[config.mk]
export PLATFORM = sky130hd
export DESIGN_NAME = ser_frame_tx
export DESIGN_NICKNAME = d
export VERILOG_FILES = /design/src/rtl/ser_frame_tx.sv
export SDC_FILE = /design/constraint.sdc
export NUM_CORES = 1
export LEC_CHECK = 0
export BUFFER_PORTS_ARGS = -buffer_cell sky130_fd_sc_hd__buf_2
export CORE_MARGIN = 3
export CORE_UTILIZATION = 25
export CTS_CLUSTER_DIAMETER = 40
export DETAILED_ROUTE_END_ITERATION = 10
export SYNTH_ARGS = -nofsm -noshare
export SYNTH_HDL_FRONTEND = slang
export SYNTH_SLANG_ARGS = --single-unit
[constraint.sdc]
create_clock -name clk -period 4.2 [get_ports clk]
set_input_delay 0 -clock clk [delete_from_list [all_inputs] [get_ports clk]]
set_output_delay 0 -clock clk [all_outputs]
set_load 0.05 [all_outputs]
[src/rtl/ser_frame_tx.sv]
// Serial frame transmitter: start bit, port (MSB first), length (MSB first),
// then N data bits (LSB first), one bit per clkEn tick; line idles high.
module ser_frame_tx #(
    parameter int PORT_W = 2,
    parameter int LEN_W  = 4,
    localparam int DATA_W = 2**LEN_W - 1
) (
    input  logic              clk,
    input  logic              rst,
    input  logic              clkEn,
    input  logic              start,
    input  logic [PORT_W-1:0] port,
    input  logic [LEN_W-1:0]  len,
    input  logic [DATA_W-1:0] data,
    output logic              SerOut,
    output logic              busy,
    output logic              done
);

    localparam int IDX_W = LEN_W;

    typedef enum logic [2:0] {
        S_IDLE,
        S_START,
        S_PORT,
        S_LEN,
        S_DATA
    } state_t;

    state_t            state_q, state_d;
    logic [IDX_W-1:0]  idx_q, idx_d;
    logic [PORT_W-1:0] port_s_q, port_s_d;
    logic [LEN_W-1:0]  len_s_q, len_s_d;
    logic [DATA_W-1:0] data_s_q, data_s_d;
    logic              ser_out_q, ser_out_d;
    logic              busy_q, busy_d;
    logic              done_q, done_d;

    always_comb begin
        state_d  = state_q;
        idx_d    = idx_q;
        port_s_d = port_s_q;
        len_s_d  = len_s_q;
        data_s_d = data_s_q;
        busy_d   = busy_q;
        done_d   = 1'b0;

        if (clkEn) begin
            case (state_q)
                S_IDLE: begin
                    if (start) begin
                        state_d  = S_START;
                        port_s_d = port;
                        len_s_d  = len;
                        data_s_d = data;
                        busy_d   = 1'b1;
                    end
                end
                S_START: begin
                    state_d = S_PORT;
                    idx_d   = IDX_W'(PORT_W - 1);
                end
                S_PORT: begin
                    if (idx_q == '0) begin
                        state_d = S_LEN;
                        idx_d   = IDX_W'(LEN_W - 1);
                    end else begin
                        idx_d = idx_q - IDX_W'(1);
                    end
                end
                S_LEN: begin
                    if (idx_q != '0) begin
                        idx_d = idx_q - IDX_W'(1);
                    end else if (len_s_q != '0) begin
                        state_d = S_DATA;
                        idx_d   = '0;
                    end else begin
                        state_d = S_IDLE;
                        busy_d  = 1'b0;
                        done_d  = 1'b1;
                    end
                end
                S_DATA: begin
                    if (idx_q == len_s_q - LEN_W'(1)) begin
                        state_d = S_IDLE;
                        busy_d  = 1'b0;
                        done_d  = 1'b1;
                    end else begin
                        idx_d = idx_q + IDX_W'(1);
                    end
                end
                default: begin
                    state_d = S_IDLE;
                    busy_d  = 1'b0;
                end
            endcase
        end

        // Line level follows the next state and index, so it only moves on ticks.
        case (state_d)
            S_START: ser_out_d = 1'b0;
            S_PORT:  ser_out_d = |((port_s_d >> idx_d) & PORT_W'(1));
            S_LEN:   ser_out_d = |((len_s_d >> idx_d) & LEN_W'(1));
            S_DATA:  ser_out_d = |((data_s_d >> idx_d) & DATA_W'(1));
            default: ser_out_d = 1'b1;
        endcase
    end

    always_ff @(posedge clk) begin
        if (rst) begin
            state_q   <= S_IDLE;
            idx_q     <= '0;
            port_s_q  <= '0;
            len_s_q   <= '0;
            data_s_q  <= '0;
            ser_out_q <= 1'b1;
            busy_q    <= 1'b0;
            done_q    <= 1'b0;
        end else begin
            state_q   <= state_d;
            idx_q     <= idx_d;
            port_s_q  <= port_s_d;
            len_s_q   <= len_s_d;
            data_s_q  <= data_s_d;
            ser_out_q <= ser_out_d;
            busy_q    <= busy_d;
            done_q    <= done_d;
        end
    end

    assign SerOut = ser_out_q;
    assign busy   = busy_q;
    assign done   = done_q;

endmodule

* After elaboration in Yosys (flattened, before gate mapping)
Index checks and enable logic that the tools add are counted.
** Storage, ports and cells
- Register bits after elaboration :: 31
- Latch bits :: 0
- Bits in writable memories :: 0
- ROM bits :: 0
- Bits of input ports :: 25
- Output and inout port bits :: 3
- Logic and storage cells :: 68
- Memories kept :: 0
** Operators by class
- Add/subtract/negate cells :: 3
- Multiply operators :: 0
- Divide/modulo/power cells :: 0
- Order comparisons :: 0
- Eq/ne operators :: 13
- Shifts and indexed selects :: 3
- Muxes and demuxes :: 32
- Bitwise gates (word level) :: 2
- Reductions and logical operators :: 7
** Operators by type and width (number)
- $mux 15 :: 3
- $mux 4 :: 8
- $mux 3 :: 6
- $pmux 4 s4 :: 1
- $pmux 3 s5 :: 1
- $shr 15x4->1 :: 1
- $eq 3x2->1 const B :: 4
- $ne 2x2->1 const B :: 4
- $pmux 1 s4 :: 2
- $reduce_bool 4->1 :: 2
- $sub 4x1->4 const B :: 2
- $mux 1 :: 7
- $eq 3x1->1 const B :: 2
- $eq 3x3->1 const B :: 2
- $mux 2 :: 3
- $reduce_and 6->1 :: 1
- $add 4x1->4 const B :: 1
- $eq 4x4->1 :: 1
- $logic_not 4->1 :: 1
- $reduce_or 2->1 :: 2
- $shr 2x4->1 :: 1
- $shr 4x4->1 :: 1
- $logic_not 3->1 :: 1
- $not 1->1 :: 2
- $pmux 1 s2 :: 1

* Longest topological paths before layout
- Depth in word-level cells :: 7
- Gate-level depth with buffers :: 10
- Gate-level depth less buffers :: 10

* Worst setup path before layout
OpenSTA, ideal clock, no wires.
- Kind :: reg2reg
- From :: register len_s_q[0]
- To :: register ser_out_q (netlist: SerOut)
- Setup time :: 131 ps
- Data arrival time :: 2468 ps
- Data required time :: 4069 ps
- Path slack :: 1602 ps
- Stages on the path, launching flop included :: 11
- Buffers on the path :: 0
- Period minus slack after synthesis :: 2598 ps
- Cells stage by stage :: dfxtp_1 > inv_1 > ha_1 > xor2_1 > and3_4 > a21oi_1 > a31o_2 > a21oi_2 > mux2_2 > a221oi_2 > o211ai_1
** On the way
- Word-level cells in the longest chain between the ends :: 7
- Elaborated cells on any way between the ends :: 24
- Those cells by class :: 1 x add/sub; 5 x eq/ne; 3 x shift; 14 x mux; 1 x reduce/logical
** Ends and longest elaborated chain
- start: declaration :: RTL line 33 : logic [LEN_W-1:0] len_s_q, len_s_d;
- start signal: assignment :: RTL line 123 : len_s_q <= len_s_d;
- $sub 4x1->4 / $reduce_bool 4->1 (equally long branches) :: RTL line 84, 74
- $eq 4x4->1 (tied with other cells) :: RTL line 84 : if (idx_q == len_s_q - LEN_W'(1)) begin
- $mux 4 (tied with other cells) :: RTL line 84
- $pmux 4 s4 / $pmux 3 s5 (equally long branches) :: RTL line 49 : case (state_q)
- $mux 4 / $mux 3 (equally long branches) :: RTL line 48 : if (clkEn) begin
- $shr 15x4->1 (tied with other cells) :: RTL line 104 : S_DATA: ser_out_d = |((data_s_d >> idx_d) & DATA_W'(1));
- $pmux 1 s4 (*) :: RTL line 100 : case (state_d)
- end signal: assignment :: RTL line 125 : ser_out_q <= ser_out_d;
- end: declaration :: RTL line 35 : logic ser_out_q, ser_out_d;
Mark *: on every way between the ends. The rest lies on a longest branch, timed or not.
A chain may end at the register's enable or synchronous reset.

* Final worst setup path
Same ends and word-level chain as after synthesis.

==> flow_metrics.py <==
metrics = {
    "timing": {
        "slew_violations": 0,
        "slew_headroom_pct": 53.9,
        "setup_viol": 0,
        "fmax_ghz": 0.340,
        "tightest_slew_ps": 684,
        "finalCritPeriodShare_pct": 70.0,
        "clock_skew_ps": 2.66,
        "period_needed_ps": 2940,
        "hold_viol": 0,
        "rsz0062_at_grt": "no",
        "layout_setup_ws_ps": 1260,
        "timing.setup.tns_ps": 0,
    },
    "placed_design": {
        "gp_congestion": 0.862,
        "hpwl_mm": 3.25,
        "dp.cells": 327,
        "place_ws_ps": 1250,
        "numPortBuffers": 27,
    },
    "floorplanning": {
        "rows": 31,
        "dieArea_um2": 8670,
        "start_util_pct": 26.0,
        "io_pins": 28,
        "die_w_um": 93.1,
        "coreArea_um2": 7290,
        "die_h_um": 93.1,
    },
    "synthesis": {
        "synth_nets": 240,
        "synth_edf_count": 0,
        "netlist_area_um2": 1900,
        "yosys-top-cells-area": "dfxtp_1 33%, mux2i_1 16%, nor2_1 6.7%",
        "ys_async_sr_fraction_pct": 0,
        "yosys_most_used_dff": "dfxtp_1",
        "synth_cells": 211,
        "avgSynthCellArea_um2": 8.99,
        "synth.top_cell.area_share_pct": 32.7,
        "synth_top_family_by_area": "simple AND/OR/NAND/NOR gates",
        "synth-compound-area-share_pct": 16.6,
        "yosys.area_share.simple_pct": 20.8,
        "synth_seq_cells": 31,
        "synth_top_cell_by_area": "dfxtp_1",
        "ys_types": 53,
        "yosys_warnings": 0,
        "synth_mux_area_share_pct": 18.7,
        "yosysSeqAreaShare_pct": 32.7,
        "synth_xor_area_share_pct": 3.89,
        "synthAdderAreaFrac_pct": 2.64,
    },
    "clocking": {
        "clkTransAtPathRegs_ps": 60,
        "cts_tree": "built",
        "post_cts_resized": 0,
        "cts_buffers": 5,
        "cts-htree-levels": 2,
        "clock-sinks": 31,
        "clk_latency_ps": 280,
        "postCtsSetupBuffers": 0,
        "clockRootBuffer": "clkbuf_8",
        "cts_buffer_depth": 2,
    },
    "worst_setup_path": {
        "critical_path.endpoint_type": "flip-flop",
        "start_kind": "flip-flop",
        "crit_required_ps": 4360,
        "worstSetupPathType": "flip-flop to flip-flop",
        "path_max_fanout": 7,
        "crit_arrival_ps": 3100,
    },
    "routing": {
        "drc": 0,
        "viasPerCell": 4.82,
        "wire_per_inst_um": 13.0,
        "ant_nets": 0,
        "drtIter0Drc": 206,
        "finalWirelength_mm": 4.59,
        "vias": 1700,
        "drt_first_pass_iters": 4,
    },
    "final_layout": {
        "diodes": 0,
        "syn_to_final_growth_pct": 25.2,
        "final_common_cell": "nor2_1",
        "drive_above_1_share_pct": 18.9,
        "instances_no_fill": 353,
        "layout.nets": 284,
        "final_cell_mix": "34 x nor2_1, 31 x dfxtp_1, 31 x mux2i_1",
    },
    "grt": {
        "track_usage_pct": 11.3,
        "grt_max_degree": 32,
        "grt_pass1_wl_mm": 7.82,
        "antenna_found_initial": 0,
        "grt_overflow": 0,
        "grt_pass1_vias": 1673,
    },
    "run": {
        "max_cap_violations": 0,
    },
    "power": {
        "total_power_mw": 0.707,
        "p_leak_nw": 1.05,
        "seqPwrFrac_pct": 45.5,
        "pwr-share-clk_pct": 30.0,
        "p_sw_mw": 0.206,
        "pwr-share-comb_pct": 24.5,
        "internal_power_mw": 0.501,
        "power.density_cell_area_nw_per_um2": 298,
        "switching_share_pct": 29.1,
        "ir_worst_vdd_uv": 174,
    },
    "outcome": {
        "status": "finished, final reports clean",
    },
    "hold_path": {
        "worstHoldPathType": "input pin to flip-flop",
    },
}
## power by group through the flow
stage          clock network, mW  registers, mW  logic [mW]
2_1_floorplan                  0          0.329       0.120
3_3_place_gp                   0          0.328       0.157
5_1_grt                    0.234          0.323       0.191
3_5_place_dp                   0          0.328       0.158
4_1_cts                    0.220          0.322       0.173
6_report                   0.212          0.322       0.173
## sequential cells by signal, indices dropped and copies added (netlist names)
name      count
data_s_q     15
idx_q         4
len_s_q       4
state_q       3
port_s_q      2
SerOut        1
busy          1
done          1
## worst max-delay path, stage by stage (launching register included)
cell      delay (ps)
dfxtp_1          430
inv_1             90
ha_1             310
xor2_1           200
and3_4           250
a21oi_1          170
a31o_2           300
a21oi_2          340
mux2_2           400
a221oi_2         210
o211ai_1         110
## path summary, 6_finish.rpt
path,from,to,slack (ps),depth (start not counted)
worst max-delay path,len_s_q[0]$_SDFF_PP0_,SerOut$_SDFF_PP1_,1260,10
worst min-delay path,port[1],port_s_q[1]$_SDFF_PP0_,10,3
worst max register to register,len_s_q[0]$_SDFF_PP0_,SerOut$_SDFF_PP1_,1260,10
worst min register to register,busy$_SDFFE_PP0P_,busy$_SDFFE_PP0P_,480,2
## Yosys cell counts (2+ instances only)
master / count
nor2_1: 34
dfxtp_1: 31
inv_1: 7
buf_2: 3
or3b_4: 2
a21oi_1: 6
a31oi_1: 2
ha_1: 4
mux2_2: 4
nor3b_1: 3
o21ai_0: 12
nor2b_1: 3
o31ai_1: 2
nor3_1: 4
xor2_1: 3
o21bai_1: 2
mux2i_1: 31
and4_1: 2
a22oi_1: 3
nand4_1: 3
clkbuf_1: 4
o211ai_1: 2
nand3_1: 3
buf_6: 2
nand2_1: 11
## final cells by class
class                      instances  area [um^2]
clock buffer                       6         72.6
multi-input combinational        162         1190
fill                             801         4920
tap                               99          124
timing repair buffer              48          343
sequential                        31          621
inverter                           7         26.3
## logic make-up (layout without fill, tap and decap cells)
group | after synthesis | after routing
muxes | 35 | 35
xor gates and xnor gates | 6 | 6
adders and majority gates | 4 | 4
and+or+nand+nor | 74 | 74
AOI/OAI and AO/OA | 43 | 43
DFF | 31 | 31
buffers and inverters | 18 | 61
## routing by layer
| layer | part of all wire [%] | track usage, % |
|---|---|---|
| met1 | 45 | 13.9 |
| met2 | 49 | 19.1 |
| met3 | 4.2 | 2.25 |
| met4 | 1.9 | 4.76 |
| met5 | 0 | 0 |
## through the flow
stage               area [um^2]  hold slack [ps]  utilization, %
global route               2370             45.9            32.6
global placement           2100              253            28.8
detailed placement         2100              262            28.8
CTS                        2370             3.63            32.6
finish                     2370             10.5            32.6
floorplan                  1900              121               -
## timing repair
item                                    CTS  global route
hold endpoints to repair                 20             0
endpoints found under the setup margin    0             0
hold buffers                             20             0
Note: power is estimated with default switching activity, not from simulation.
